--- src/rtl/inv_subbytes_seq.sv ---
// Sequential AES InvSubBytes stage: accepts one 128-bit state over valid/ready,
// substitutes BPC bytes per cycle through shared inverse S-box logic, then holds the result.
module inv_subbytes_seq #(
    parameter int BPC = 4
) (
    input  logic         clk,
    input  logic         rst_n,
    input  logic         in_valid,
    output logic         in_ready,
    input  logic [127:0] in_state,
    output logic         out_valid,
    input  logic         out_ready,
    output logic [127:0] out_state,
    output logic         busy
);

    localparam int NCYC = 16 / BPC;
    localparam int CW   = (NCYC > 1) ? $clog2(NCYC) : 1;
    localparam int CB   = 8 * BPC;
    localparam logic [CW-1:0] CNT_LAST = CW'(NCYC - 1);

    typedef enum logic [1:0] {
        S_IDLE,
        S_BUSY,
        S_DONE
    } state_t;

    state_t          r_state;
    logic [CW-1:0]   r_cnt;
    logic [127:0]    r_work;
    logic            r_out_valid;
    logic            r_busy;
    logic [CB-1:0]   w_chunk_in;
    logic [CB-1:0]   w_chunk_out;

    // GF(2^8) arithmetic modulo x^8 + x^4 + x^3 + x + 1 (0x11B).
    function automatic logic [7:0] gf_xtime(input logic [7:0] a);
        return {a[6:0], 1'b0} ^ (a[7] ? 8'h1b : 8'h00);
    endfunction

    function automatic logic [7:0] gf_mul(input logic [7:0] a, input logic [7:0] b);
        logic [7:0] p;
        logic [7:0] aa;
        p  = 8'h00;
        aa = a;
        for (int i = 0; i < 8; i++) begin
            if (b[i]) p = p ^ aa;
            aa = gf_xtime(aa);
        end
        return p;
    endfunction

    // x^254 = x^-1 for x != 0 and yields 0 for x == 0, so no special case is needed.
    function automatic logic [7:0] gf_inv(input logic [7:0] x);
        logic [7:0] x3, x7, x15, x31, x63, x127;
        x3   = gf_mul(gf_mul(x, x), x);
        x7   = gf_mul(gf_mul(x3, x3), x);
        x15  = gf_mul(gf_mul(x7, x7), x);
        x31  = gf_mul(gf_mul(x15, x15), x);
        x63  = gf_mul(gf_mul(x31, x31), x);
        x127 = gf_mul(gf_mul(x63, x63), x);
        return gf_mul(x127, x127);
    endfunction

    function automatic logic [7:0] inv_sbox(input logic [7:0] x);
        logic [7:0] b;
        b = {x[6:0], x[7]} ^ {x[4:0], x[7:5]} ^ {x[1:0], x[7:2]} ^ 8'h05;
        return gf_inv(b);
    endfunction

    assign w_chunk_in = r_work[r_cnt * CB +: CB];

    always_comb begin
        // NOTE: default assignment first so every path drives the signal and no latch is inferred.
        w_chunk_out = '0;
        for (int i = 0; i < BPC; i++) begin
            w_chunk_out[8*i +: 8] = inv_sbox(w_chunk_in[8*i +: 8]);
        end
    end

    // NOTE: state is updated with non-blocking assignments so all registers sample the same pre-edge values.
    always_ff @(posedge clk or negedge rst_n) begin
        if (!rst_n) begin
            r_state     <= S_IDLE;
            r_cnt       <= '0;
            // NOTE: the work register is reset too, so out_state never carries X after reset.
            r_work      <= '0;
            r_out_valid <= 1'b0;
            r_busy      <= 1'b0;
        end else begin
            case (r_state)
                S_IDLE: begin
                    if (in_valid) begin
                        r_work  <= in_state;
                        r_cnt   <= '0;
                        r_busy  <= 1'b1;
                        r_state <= S_BUSY;
                    end
                end
                S_BUSY: begin
                    r_work[r_cnt * CB +: CB] <= w_chunk_out;
                    if (r_cnt == CNT_LAST) begin
                        r_cnt       <= '0;
                        r_busy      <= 1'b0;
                        r_out_valid <= 1'b1;
                        r_state     <= S_DONE;
                    end else begin
                        r_cnt <= r_cnt + 1'b1;
                    end
                end
                S_DONE: begin
                    if (out_ready) begin
                        r_out_valid <= 1'b0;
                        r_state     <= S_IDLE;
                    end
                end
                default: begin
                    r_state <= S_IDLE;
                end
            endcase
        end
    end

    // Ready is held low while reset is asserted and rises as soon as reset releases.
    assign in_ready  = (r_state == S_IDLE) & rst_n;
    assign out_valid = r_out_valid;
    assign out_state = r_work;
    assign busy      = r_busy;

endmodule

--- config.mk ---
export PLATFORM = sky130hd
export DESIGN_NAME = inv_subbytes_seq
export DESIGN_NICKNAME = d
export VERILOG_FILES = /design/src/rtl/inv_subbytes_seq.sv
export SDC_FILE = /design/constraint.sdc
export NUM_CORES = 2
export LEC_CHECK = 0
export CORE_MARGIN = 3
export CORE_UTILIZATION = 50
export CTS_CLUSTER_SIZE = 24
export DETAILED_ROUTE_END_ITERATION = 8
export GPL_ROUTABILITY_DRIVEN = 0
export PLACE_DENSITY = 0.76
export SLEW_MARGIN = 20
export SYNTH_ARGS = -nofsm -noshare
export SYNTH_HDL_FRONTEND = slang
export SYNTH_SLANG_ARGS = --single-unit
--- constraint.sdc ---
create_clock -name clk -period 22.6 [get_ports clk]
set_input_delay 3.39 -clock clk [delete_from_list [all_inputs] [get_ports clk]]
set_output_delay 3.39 -clock clk [all_outputs]
set_load 0.005 [all_outputs]
==> impl_metrics.csv <==
group,metric,value,unit
drt,vias_per_cell,6.235,
worst_setup_path,reg2reg_to,"out_state[56]",
die,die-height,357.9,um
clock_tree,cts_hold_buf,0,
min_path,whs_endpoint,"out_state[120]",
worst_setup_path,crit_slowest_cell,"xnor2_1",
min_path,worstHoldStart,"out_state[120]",
layout,design_area,70980,um2
timing,holdWs,514.8,ps
grt,track_usage,30.83,%
synthesis,async_flop_share,100.0,%
grt,antenna_found_initial,15,
outcome,outcome,"finished clean",
placed_design,placedInstanceArea,67230,um2
grt,grt_pass1_wl,316.4,mm
grt,grt_max_degree,76,
clock_tree,cts_tree,"done",
die,rows,128,
clock_tree,clk_pin_slew,100,ps
drt,dr_wl_met3,27.14,mm
worst_setup_path,crit_family,"XOR/XNOR gates",
job,drv_cap,0,
synthesis,ys_seq_elements,134,
worst_setup_path,path_class,"flop to flop",
placed_design,portBuffers,262,
drt,drt_iter0_drc,7809,
layout,layout_common_cells,"xnor2_1 (1172), nor2_1 (1082), nand2_1 (813), buf_4 (514), xor2_1 (494)",
timing,tightest_slew,1262,ps
timing,final.period_utilization,96.90,%
clock_tree,clock_path_buffers,2,
worst_setup_path,reg2regPathDepth,74,
worst_setup_path,r2r_slack,700,ps
drt,ant_nets,0,
timing,layout_min_cycle_time,21900,ps
min_path,hold_depth,2,
clock_tree,clock-sinks,134,
synthesis,synth_edf_count,0,
synthesis,avgSynthCellArea,8.145,um2
synthesis,synth_cell_types,131,
worst_setup_path,cp-startpoint,"r_cnt[0]",
layout,fill_cells,10410,
synthesis,synth_ff_type,"dfrtp_1",
worst_setup_path,cp.arrival,22250,ps
synthesis,syn_nets,7764,
drt,first_pass_iters,9,
die,ios,263,
clock_tree,htreeDepth,4,
grt,overflow,0,
placed_design,place_hpwl,149.3,mm
worst_setup_path,critPathMaxFanout,45,
timing,finClkSkew,29.01,ps
timing,finalSetupViolCount,0,
worst_setup_path,timing.rr.start,"r_cnt[0]",
timing,hold_violations,0,
clock_tree,cts_root_buffer,"clkbuf_16",
synthesis,synth-seq-area-share,5.417,%
timing,maxSlewHeadroom,15.63,%
drt,wl_met1,81.80,mm
drt,avgRoutedWirePerCell,22.15,um
worst_setup_path,cp-end-kind,"flop",
drt,drc,0,
die,die_w,357.9,um
clock_tree,worstSkewPairLatency,510,ps
drt,topRoutingLayerUsed,"met5",
die,dieArea,128100,um2
layout,final_layout_size_suffix_gt1_share,15.80,%
timing,drv_slew,0,
synthesis,synth_area,61910,um2
min_path,min_path_type,"flop to flop",
clock_tree,numCtsBuffers,17,
drt,routed-via-count,59180,
grt,grt_pass1_vias,55550,
drt,wirelength,210.3,mm
timing,fmax,45.67,MHz
layout,layout_commonest_cell,"xnor2_1",
worst_setup_path,worstPathRequired,22950,ps
synthesis,syn-instance-count,7601,
layout,area_growth,14.65,%
drt,dr_wl_met2,92.45,mm
worst_setup_path,critPathBufInv,13,
die,core-area,122400,um2
worst_setup_path,critPathMaxStageDelay,790,ps
worst_setup_path,startpoint_type,"flop",
die,initial_core_util,50.60,%
synthesis,synth.yosys.warnings,0,
layout,finalNetCount,8011,
==> logic make-up after synthesis <==
family,after synthesis,share of synthesized area (%)
buf+inv,647,4.836
compound gates,1394,15.37
flops,134,5.417
simple gates,2549,17.78
fa+ha+maj,36,0.7074
mux,330,6.152
xor+xnor,2511,49.73
==> synth_stat cells (22+ instances only) <==
library cell	count	area share (%)
a211o_1	26	0.37
a211oi_1	55	0.67
a21oi_1	298	2.4
a221oi_1	51	0.72
a222oi_1	23	0.37
a22oi_1	107	1.3
a31oi_1	35	0.35
and2_1	45	0.45
and3_1	33	0.33
buf_1	50	0.30
buf_2	141	1.1
buf_4	51	0.62
clkbuf_1	301	1.8
dfrtp_1	134	5.4
ha_1	31	0.63
inv_1	54	0.33
mux2_2	39	0.71
mux2i_1	247	4.0
mux4_2	34	1.2
nand2_1	821	5.0
nand2b_1	53	0.54
nand3_1	128	1.0
nand4_1	27	0.27
nor2_1	1088	6.6
nor2b_1	60	0.61
nor3_1	142	1.1
o211ai_1	48	0.58
o21a_1	33	0.40
o21ai_0	239	1.9
o21ai_1	75	0.61
o221ai_1	32	0.45
o22ai_1	111	1.1
or3_1	23	0.23
xnor2_1	1281	18
xnor2_2	116	3.0
xnor2_4	22	0.98
xnor3_1	384	14
xnor3_2	41	1.6
xor2_1	541	7.7
xor2_2	42	1.1
xor3_1	68	2.6
==> state kept, by name, indices dropped and copies added, names as in the netlist <==
| name | cells |
|---|---|
| out_valid | 1 |
| r_cnt | 2 |
| r_state | 2 |
| busy | 1 |
| out_state | 128 |
==> per-layer routing <==
metal	track usage (%)	vias up
met2	47.79	3751
met4	12.33	2
met1	41.15	28080
met5	0	-
li1	-	26680
met3	7.654	662
==> metrics by stage <==
step	util (%)	worst slack, ps	cells	TNS (ps)
final	58.01	701.6	9492	0
after global routing	58.00	-204.4	9490	-2040
after floorplan	-	5.553	7601	0
after global placement	54.95	-777.6	9288	-16230
after detailed placement	54.95	-1093	9288	-46240
after CTS	55.92	9.262	9342	0
==> what timing repair did <==
| action | in CTS | in global routing |
|---|---|---|
| cloned | 0 | 2 |
| endpoints found under the setup margin | 108 | 128 |
| setup buffers | 22 | 142 |
| pin swaps | 10 | 69 |
| resized for setup | 59 | 202 |
==> worst max-delay path by stage <==
stage	end	cells past startpoint
finish	out_state[56]	74
global route	out_state[117]	82
CTS	out_state[69]	78
detailed placement	out_state[28]	76
global placement	out_state[28]	75
floorplan	out_state[44]	95
==> final cells by class <==
cell class / count / area [um2] / share of cell area (%)
sequential: 134 / 3361 / 4.735
clock buffer: 17 / 425.4 / 0.5994
inverter: 79 / 306.5 / 0.4319
antenna: 6 / 15.01 / 0.02115
timing repair buffer: 794 / 6808 / 9.591
multi-input combinational: 6822 / 57850 / 81.50
clock inverter: 15 / 180.2 / 0.2538
tap: 1625 / 2033 / 2.865
==> tightest hold or removal path, delay by kind of cell (launching register included) <==
kind | cells | cell delay (ps)
AND/OR/NAND/NOR | 1 | 50
AO/OA/AOI/OAI | 1 | 60
flip-flops | 1 | 370
Power is left out: the tool's default activity adds up to more than one toggle a clock period on the data nets, which glitch-free logic cannot reach.
